===== config.mk =====
export PLATFORM = sky130hd
export DESIGN_NAME = program_loader
export DESIGN_NICKNAME = d
export VERILOG_FILES = /design/src/rtl/program_loader.sv
export SDC_FILE = /design/constraint.sdc
export NUM_CORES = 1
export LEC_CHECK = 0
export CORE_UTILIZATION = 49
export CTS_CLUSTER_SIZE = 24
export DETAILED_ROUTE_END_ITERATION = 8
export HOLD_SLACK_MARGIN = 0.15
export PLACE_DENSITY = 0.8
export SLEW_MARGIN = 20
export SYNTH_ARGS = -nofsm -noshare
export SYNTH_HDL_FRONTEND = slang
export SYNTH_SLANG_ARGS = --single-unit

===== constraint.sdc =====
create_clock -name clock -period 4 [get_ports clock]
set_clock_uncertainty 0.1 [all_clocks]
set_input_delay 0.8 -clock clock [delete_from_list [all_inputs] [get_ports clock]]
set_output_delay 0.8 -clock clock [all_outputs]
set_load 0.05 [all_outputs]

===== src/rtl/program_loader.sv =====
// UART boot loader: requests a program with a sync byte, receives a 32-bit byte count
// and the program words, writes them to instruction memory, then acknowledges.
module program_loader #(
    parameter int         ADDR_WIDTH = 9,
    parameter logic [7:0] SYNC_BYTE  = 8'h99,
    parameter logic [7:0] ACK_BYTE   = 8'haa
) (
    input  logic                  clock,
    input  logic                  reset,
    input  logic                  start,
    input  logic                  rx_ready,
    input  logic [7:0]            rdata,
    input  logic                  ferr,
    input  logic                  tx_busy,
    output logic                  tx_start,
    output logic [7:0]            sdata,
    output logic                  imem_we,
    output logic [ADDR_WIDTH-1:0] imem_addr,
    output logic [31:0]           imem_wd,
    output logic                  busy,
    output logic                  done,
    output logic                  error,
    output logic [2:0]            fsm_state
);

    typedef enum logic [2:0] {
        IDLE      = 3'd0,
        SEND_SYNC = 3'd1,
        RECV_SIZE = 3'd2,
        RECV_PROG = 3'd3,
        SEND_ACK  = 3'd4,
        DONE      = 3'd5,
        ERR       = 3'd6
    } state_t;

    localparam logic [31:0]         MAX_BYTES = 32'd4 << ADDR_WIDTH;
    localparam logic [ADDR_WIDTH:0] WORD_ONE  = {{ADDR_WIDTH{1'b0}}, 1'b1};

    state_t                state;
    state_t                state_next;
    logic [1:0]            byte_cnt;
    logic [ADDR_WIDTH:0]   word_cnt;
    logic [31:0]           size_q;
    logic [23:0]           word_q;
    logic [31:0]           size_next;
    logic [31:0]           word_next;
    logic                  rx_ok;
    logic                  rx_bad;
    logic                  last_write;

    // Receive handshake: a byte is consumed only on a cycle where rx_ready is high;
    // with ferr also high the byte is rejected and the load aborts.
    assign rx_ok     = rx_ready && !ferr;
    assign rx_bad    = rx_ready && ferr;
    assign size_next = {rdata, size_q[31:8]};
    assign word_next = {rdata, word_q};

    // word_cnt has already advanced past the word being written, so equality with
    // size/4 marks the final write cycle.
    assign last_write = imem_we && ({word_cnt, 2'b00} == size_q[ADDR_WIDTH+2:0]);

    assign fsm_state = state;

    always_ff @(posedge clock or posedge reset) begin
        if (reset) begin
            state <= IDLE;
        end else begin
            state <= state_next;
        end
    end

    always_comb begin
        state_next = state;
        case (state)
            IDLE, DONE, ERR: begin
                if (start) state_next = SEND_SYNC;
            end
            SEND_SYNC: begin
                if (!tx_busy) state_next = RECV_SIZE;
            end
            RECV_SIZE: begin
                if (rx_bad) begin
                    state_next = ERR;
                end else if (rx_ok && byte_cnt == 2'd3) begin
                    if (size_next == 32'd0) begin
                        state_next = SEND_ACK;
                    end else if (size_next[1:0] != 2'b00 || size_next > MAX_BYTES) begin
                        state_next = ERR;
                    end else begin
                        state_next = RECV_PROG;
                    end
                end
            end
            RECV_PROG: begin
                if (last_write) begin
                    state_next = SEND_ACK;
                end else if (rx_bad) begin
                    state_next = ERR;
                end
            end
            SEND_ACK: begin
                if (!tx_busy) state_next = DONE;
            end
            default: state_next = IDLE;
        endcase
    end

    always_comb begin
        tx_start = 1'b0;
        busy     = 1'b0;
        done     = 1'b0;
        error    = 1'b0;
        case (state)
            SEND_SYNC, SEND_ACK: begin
                tx_start = !tx_busy;
                busy     = 1'b1;
            end
            RECV_SIZE, RECV_PROG: busy  = 1'b1;
            DONE:                 done  = 1'b1;
            ERR:                  error = 1'b1;
            default: ;
        endcase
    end

    // sdata is loaded on entry to a send state so it is stable for the whole wait.
    always_ff @(posedge clock or posedge reset) begin
        if (reset) begin
            sdata     <= 8'h00;
            imem_we   <= 1'b0;
            imem_addr <= '0;
            imem_wd   <= 32'h0;
            byte_cnt  <= 2'd0;
            word_cnt  <= '0;
            size_q    <= 32'h0;
            word_q    <= 24'h0;
        end else begin
            imem_we <= 1'b0;
            if (state_next == SEND_SYNC && state != SEND_SYNC) sdata <= SYNC_BYTE;
            if (state_next == SEND_ACK && state != SEND_ACK) sdata <= ACK_BYTE;
            case (state)
                IDLE, DONE, ERR: begin
                    if (start) begin
                        byte_cnt <= 2'd0;
                        word_cnt <= '0;
                    end
                end
                RECV_SIZE: begin
                    if (rx_ok) begin
                        size_q   <= size_next;
                        byte_cnt <= byte_cnt + 2'd1;
                    end
                end
                RECV_PROG: begin
                    if (rx_ok && !last_write) begin
                        word_q   <= word_next[31:8];
                        byte_cnt <= byte_cnt + 2'd1;
                        if (byte_cnt == 2'd3) begin
                            imem_we   <= 1'b1;
                            imem_wd   <= word_next;
                            imem_addr <= word_cnt[ADDR_WIDTH-1:0];
                            word_cnt  <= word_cnt + WORD_ONE;
                        end
                    end
                end
                default: ;
            endcase
        end
    end

endmodule


Word level (Yosys, flattened, before mapping):

Cells that the tools add are included.

* reduce and logical (&&, ||, !) cells: 25
* eq/ne operators: 16
* add/sub/neg operators: 2
* $lt $le $gt $ge: 1
* muxes and demuxes: 27

Operator list (number)
* $gt 32x12->1 const B: 1
* $logic_not 32->1: 1
* $mux 10: 3
* $mux 3: 9
* $pmux 10 s2: 1
* $mux 8: 2
* $pmux 3 s5: 1
* $eq 12x12->1: 1
* $eq 3x3->1 const B: 4
* $add 10x1->10 const B: 1
* $ne 2x2->1 const B: 4
* $reduce_and 4->1: 2
* $logic_and 1x1->1: 7
* $mux 1: 7
* $eq 3x1->1 const B: 2
* $eq 3x2->1 const B: 2
* $mux 2: 3
* $pmux 2 s3: 1
* $reduce_bool 2->1: 3
* $reduce_and 2->1: 2
* $reduce_or 4->1: 1
* $logic_not 1->1: 3
* $logic_not 3->1: 1
* $ne 3x1->1 const B: 1
* 8 further kinds: 8

* logic and storage cells: 80
* flip-flop bits (word level): 121

Longest topological paths before layout:

Gate-level depths: netlist (run 1).

* depth after elaboration: 11
* depth in mapped cells: 12
* mapped depth without buffers: 8

Worst setup path before layout (run 1):

No wires, ideal clock.

* path kind: flip-flop to output port
* from: reg state[2] (netlist: fsm_state[2])
* to: out tx_start
* setup slack: 0.966 ns
* arrival time: 2.134 ns
* required time: 3.100 ns
* cell stages (with the launch flop): 5
* cell sequence: dfrtp_1 -> clkbuf_1 -> nand2b_1 -> a21oi_1 -> nor2b_1

* word-level cells in the longest chain between the ends: 3
* elaborated cells between the ends (all ways): 4

RTL lines
* start: declaration: RTL line 39 `state_t state;`
* start signal: assignment: RTL line 68 `state <= state_next;`
* $eq 3x1->1 / $eq 3x3->1 (equally long branches): RTL line 113 `case (state)`
* $reduce_or 2->1 (*): RTL line 113
* $mux 1 (*): RTL line 113
* end: declaration: RTL line 15 `output logic tx_start,`

Every way passes the cells marked *; elsewhere a longest branch is shown, timed or not.

Worst setup path after layout (run 1):

* from: reg state[0] (netlist: fsm_state[0])
* to: out tx_start

The elaborated chain is that of the path after synthesis.

==> reports/results.ini, run 1 <==
[synthesis]
ys_seq_area_frac = 0.567
yosysTopAreaCell = dfrtp_1
synth-edff-count = 0
syn-cell-area_mm2 = 0.00512
synth_top_area_share = 0.567
synth_flop_cell = dfrtp_1
synthCells = 416
synth_warnings = 0
ys_top_cells_by_area = dfrtp_1 (57%), mux2_2 (13%), mux2_4 (6.2%)
async_flop_share = 1.00
synthDistinctLibCells = 48
synth_seq_cells = 116
synth.avg_cell_area_um2 = 12.3

[power]
leakage_nw = 3.07
p_total_mw = 4.57
max-vdd-ir-drop_mv = 0.517
p_per_area_mw_per_mm2 = 701

[clocking]
cts.clk_slew.worst_paths_ps = 50
cts_tree = yes
ctsHoldBuffers = 0
clkLatencyLatePin_ps = 520
postCtsSetupBuffers = 0
cts_root_buf = clkbuf_8
cts.sinks = 116
htreeDepth = 4
cts_buffers = 17
clockBufferDepth = 2
cts_resized = 0

[worst_setup_path]
critPathMaxFanout = 19
critPathRequiredTime_ps = 3100
end_kind = output pin
critPathLaunchType = flip-flop
reg2reg_depth = 7
cp.arrival_ps = 2730
crit_type = reg2out

[global_routing]
groute.usage.overall = 0.214
grt_pass1_wl_um = 17800
grt_pass1_vias = 3474
antenna_found_initial = 0
grt_max_degree = 56
overflow = 0

[flow_run]
drv_cap = 0

[min_path]
hold_path_depth = 2
hold_class = reg2reg

[detailed_routing]
dr.first_iter.drc_count = 280
vias = 3365
wirelength_um = 10600
via_per_inst = 5.35
drc_errors = 0
first_pass_iters = 4
antenna_left = 0
wire_per_inst_um = 16.9

[sta]
setup_viol = 0
slew_viol_final = 0
setup_tns_ps = 0
final.min_clock_period_ps = 3630
fmax_mhz = 276
hold_ws_ps = 376
relSlewSlack = 0.547
grt_setup_unrepaired = no
tightestPinTransition_ps = 679
hold_violations = 0
fin_crit_sh = 0.907

[layout]
regArea_mm2 = 0.00290
syn_to_final_growth_pct = 27.3
layout-drive-gt1-share = 0.242
multi_input_area_mm2 = 0.00205
fill_cells = 694
layout.nets = 500
num_antenna_cells = 0

[die]
ios = 71
die_w_um = 104
rows = 36
initial_core_util = 0.514
fp.dieH_um = 104
core_area_mm2 = 0.00995
dieArea_mm2 = 0.0109

[placed_design]
gp_congestion = 0.922
dp_hpwl_um = 6750
io_buffers = 68

[outcome]
outcome = finished clean

## cells in the final DEF, fill, tap and decap left out, types with 3 or more instances in the layout
cell	n
nor2b_1	3
nor4_1	6
clkinv_2	3
inv_1	5
mux2_2	58
dfrtp_1	116
xor2_1	18
bufinv_16	5
nand2b_1	4
mux2_4	21
clkbuf_16	16
nand2_1	66
nor2_1	24
nor3_1	5
clkdlybuf4s50_1	68
xnor2_1	3
nand4_1	5
nand3_1	11
clkbuf_8	5
and3_1	5
o21ai_0	5
buf_4	3
## metal layers
layer / global-route usage / vias up / routed length [um]
met5: 0 / - / 0
met4: 0.102 / 0 / 262
met3: 0.0595 / 22 / 414
met2: 0.339 / 81 / 5340
met1: 0.273 / 1694 / 4600
li1: - / 1568 / -
## through the flow
step           cells  worst slack, ps  utilization  instance area [um2]
2_1_floorplan    417             27.6            -                 5120
3_3_place_gp     598              751        0.590                 5870
3_5_place_dp     598              633        0.590                 5870
4_1_cts          629              362        0.655                 6520
5_1_grt          629              198        0.655                 6520
6_report         629              373        0.655                 6520
## worst max-delay path, stage by stage, from the launching register on
cell	delay (ps)
dfrtp_1	580
nand2b_1	330
a21oi_1	320
nor2b_1	170
clkdlybuf4s50_1	810
## final cells by class
class	count	area share
inverter	7	0.00518
sequential	116	0.445
clock buffer	22	0.0725
tap	133	0.0255
multi-input combinational	270	0.314
clock inverter	9	0.0267
timing repair buffer	72	0.111
## path summary, 6_finish.rpt
kind	start	end	slack [ps]
max	fsm_state[0]$_DFF_PP0_	tx_start	370
min	imem_addr[6]$_DFFE_PP0P_	imem_addr[6]$_DFFE_PP0P_	380
max reg2reg	byte_cnt[1]$_DFFE_PP0P_	word_cnt[8]$_DFFE_PP0P_	1330
min reg2reg	imem_addr[6]$_DFFE_PP0P_	imem_addr[6]$_DFFE_PP0P_	380
max in group asynchronous	reset	imem_wd[19]$_DFFE_PP0P_	2400
min in group asynchronous	reset	word_q[1]$_DFFE_PP0P_	650
## flip-flops by register name (all words and copies together), names as in the netlist
| signal | count |
|---|---|
| byte_cnt | 2 |
| fsm_state | 3 |
| imem_addr | 9 |
| imem_wd | 32 |
| imem_we | 1 |
| sdata | 3 |
| size_q | 32 |
| word_cnt | 10 |
| word_q | 24 |
## where the power goes
group | switching [mW] | total, mW | leakage [nW] | internal [mW]
registers | 0.281 | 1.73 | 1.54 | 1.45
clock network | 0.505 | 1.64 | 0.321 | 1.13
logic | 0.683 | 1.20 | 1.21 | 0.517
total | 1.47 | 4.57 | 3.07 | 3.10
## synthesized netlist by cell type, types with 3 or more instances
library cell / count
and3_1: 5
buf_2: 4
buf_4: 5
buf_6: 4
clkbuf_1: 9
dfrtp_1: 116
inv_1: 6
mux2_2: 58
mux2_4: 21
nand2_1: 66
nand2b_1: 4
nand3_1: 11
nand4_1: 5
nor2_1: 24
nor2b_1: 3
nor3_1: 5
nor4_1: 6
o21ai_0: 5
xnor2_1: 3
xor2_1: 18
## cell families (layout without fill, tap and decap cells)
logic type | Yosys count | count (layout) | synth area share
buffers and inverters | 31 | 110 | 0.0342
multiplexers | 80 | 80 | 0.191
AO/OA/AOI/OAI | 24 | 24 | 0.0325
other | 1 | 2 | 0.000732
XOR/XNOR | 21 | 21 | 0.0359
adder cells (fa/ha/maj) | 3 | 3 | 0.00684
AND/OR/NAND/NOR | 140 | 140 | 0.132
flip-flops | 116 | 116 | 0.567
No activity file was read; power rests on OpenSTA's default activity.
==> run 2, diff against run 1 <==
--- a/config.mk
+++ b/config.mk
@@ -5,11 +5,12 @@
 export SDC_FILE = /design/constraint.sdc
 export NUM_CORES = 1
 export LEC_CHECK = 0
+export CAP_MARGIN = 40
 export CORE_UTILIZATION = 49
 export CTS_CLUSTER_SIZE = 24
 export DETAILED_ROUTE_END_ITERATION = 8
 export HOLD_SLACK_MARGIN = 0.15
-export PLACE_DENSITY = 0.8
+export PLACE_DENSITY_LB_ADDON = 0.12
 export SLEW_MARGIN = 20
 export SYNTH_ARGS = -nofsm -noshare
 export SYNTH_HDL_FRONTEND = slang
==> run 2 against run 1 <==
Maximum frequency is 1.0% lower; total power is 6.1% lower; hold slack worse by 7.2 ps; count of clock-buffer cells in the layout is 2 lower; final area is 1.5% lower.
==> reports/results.ini, run 2 (synthesis results as in run 1) <==
[layout]
syn_to_final_growth_pct = 25.4
final_area_mm2 = 0.00642  ; -1.5%
layout-drive-gt1-share = 0.243  ; +0.00153
layout_common_cells = dfrtp_1 (116), clkdlybuf4s50_1 (68), nand2_1 (66)
final_common_cell = dfrtp_1
num_antenna_cells = 0  ; unchanged
top_regs = imem_wd: 32 flops, size_q: 32 flops, word_q: 24 flops
final-instance-count-excl-fill = 630  ; +0.16%
layout.nets = 500  ; unchanged

[clocking]
cts_root_buf = clkbuf_8
cts.sinks = 116  ; unchanged
postCtsSetupBuffers = 0  ; unchanged
clkLatencyLatePin_ps = 520  ; about the same
clockBufferDepth = 2  ; unchanged
cts_buffers = 17  ; unchanged
cts.clk_slew.worst_paths_ps = 50  ; about the same
ctsHoldBuffers = 0  ; unchanged
htreeDepth = 4  ; unchanged
cts_tree = yes
cts_resized = 0  ; unchanged

[sta]
setup_tns_ps = 0  ; unchanged
fmax_mhz = 273  ; -1.0%
relSlewSlack = 0.519  ; -0.0285
final.min_clock_period_ps = 3660  ; +37.1 ps
setup_viol = 0  ; unchanged
setup_ws_ps = 336  ; -37.1 ps
grt_setup_unrepaired = no
tightestPinTransition_ps = 722  ; +42.8 ps
fin_crit_sh = 0.916  ; +0.00928
hold_ws_ps = 369  ; -7.15 ps
slew_viol_final = 0  ; unchanged
hold_violations = 0  ; unchanged

[detailed_routing]
dr.first_iter.drc_count = 140  ; -50%
antenna_left = 0  ; unchanged
via_per_inst = 5.24  ; -2.1%
wirelength_um = 10100  ; -4.6%
drc_errors = 0  ; unchanged
first_pass_iters = 4  ; unchanged
vias = 3300  ; -1.9%
wire_per_inst_um = 16.1  ; -4.7%

[flow_run]
drv_cap = 0  ; unchanged

[die]
rows = 36  ; unchanged
initial_core_util = 0.514  ; unchanged
fp.dieH_um = 104  ; unchanged
die_w_um = 104  ; unchanged
dieArea_mm2 = 0.0109  ; unchanged
ios = 71  ; unchanged
core_area_mm2 = 0.00995  ; unchanged

[min_path]
hold_path_end = imem_addr[2]$_DFFE_PP0P_
hp-start = imem_addr[2]$_DFFE_PP0P_
hold_path_depth = 2  ; unchanged
hold_class = reg2reg

[global_routing]
grt_max_degree = 59  ; +5.4%
overflow = 0  ; unchanged
antenna_found_initial = 0  ; unchanged
groute.usage.overall = 0.207  ; -0.00696
grt_pass1_vias = 3475  ; +0.029%
grt_pass1_wl_um = 17500  ; -1.5%

[worst_setup_path]
crit_type = reg2out
critical-path-top-delay-family = buffers and inverters
critPathRequiredTime_ps = 3100  ; about the same
path_buf_inv = 1  ; unchanged
end_kind = output pin
slowest_delay_ps = 810  ; about the same
rr_startpoint = byte_cnt[1]$_DFFE_PP0P_
critPathLaunchType = flip-flop
cp.arrival_ps = 2760  ; +30 ps
slowest_stage = clkdlybuf4s50_1
reg2reg_depth = 7  ; unchanged
crit_chain = nand2b_1 -> a21oi_1 -> nor2b_1 -> clkdlybuf4s50_1
reg2reg_to = word_cnt[8]$_DFFE_PP0P_
critPathMaxFanout = 19  ; unchanged
rrSetupSlack_ps = 1250  ; -80 ps

[outcome]
outcome = finished clean

[placed_design]
dp_cells = 598  ; unchanged
io_buffers = 68  ; unchanged
dp_hpwl_um = 6850  ; +1.4%
gp_congestion = 0.878  ; -4.7%
placed_area_mm2 = 0.00587  ; unchanged
post-place-ws_ps = 683  ; +50.4 ps

[power]
max-vdd-ir-drop_mv = 0.314  ; -39%
leakage_nw = 3.01  ; -2.0%
p_per_area_mw_per_mm2 = 668  ; -4.7%

run 2: final cells by class:
| type | count | area (um2) |
|---|---|---|
| Fill cell | 750 | 3530 |
| Sequential cell | 116 | 2900 |
| Multi-Input combinational cell | 270 | 2050 |
| Timing Repair Buffer | 72 | 723 |
| Clock buffer | 20 | 445 |
| Tap cell | 133 | 166 |
| Clock inverter | 12 | 105 |
| Inverter | 7 | 33.8 |
run 2: worst max-delay path by stage:
| stage | from | endpoint | slack [ps] | depth (start not counted) |
|---|---|---|---|---|
| global placement | rx_ready | imem_wd[22]$_DFFE_PP0P_ | 720 | 6 |
| CTS | fsm_state[0]$_DFF_PP0_ | tx_start | 340 | 4 |
| global route | fsm_state[0]$_DFF_PP0_ | tx_start | 160 | 4 |
| finish | fsm_state[0]$_DFF_PP0_ | tx_start | 340 | 4 |
| detailed placement | rx_ready | imem_wd[21]$_DFFE_PP0P_ | 680 | 6 |
| floorplan | reset | byte_cnt[0]$_DFFE_PP0P_ | 30 | 1 |
run 2: layer usage:
metal / wire [um] / vias to the layer above / track usage
li1: - / 1568 / -
met1: 4700 / 1656 / 0.270
met2: 4970 / 66 / 0.331
met3: 324 / 10 / 0.0576
met4: 140 / 0 / 0.0786
met5: 0 / - / 0
run 2: per-stage QoR:
step | power [mW] | util
6_report | 4.29 | 0.645
5_1_grt | 4.51 | 0.645
4_1_cts | 4.32 | 0.645
3_5_place_dp | 2.92 | 0.590
3_3_place_gp | 2.89 | 0.590
2_1_floorplan | 2.58 | -
run 2: power by group:
group / internal (mW) / leakage, nW / switching [mW]
clock network: 0.853 / 0.259 / 0.531
logic: 0.517 / 1.21 / 0.666
registers: 1.45 / 1.54 / 0.274
total: 2.82 / 3.01 / 1.47
run 2: tightest hold or removal path: cells and delay by family, from the launching register on:
kind / cells / cell delay, ps
and+or+nand+nor: 2 / 100
DFF: 1 / 340
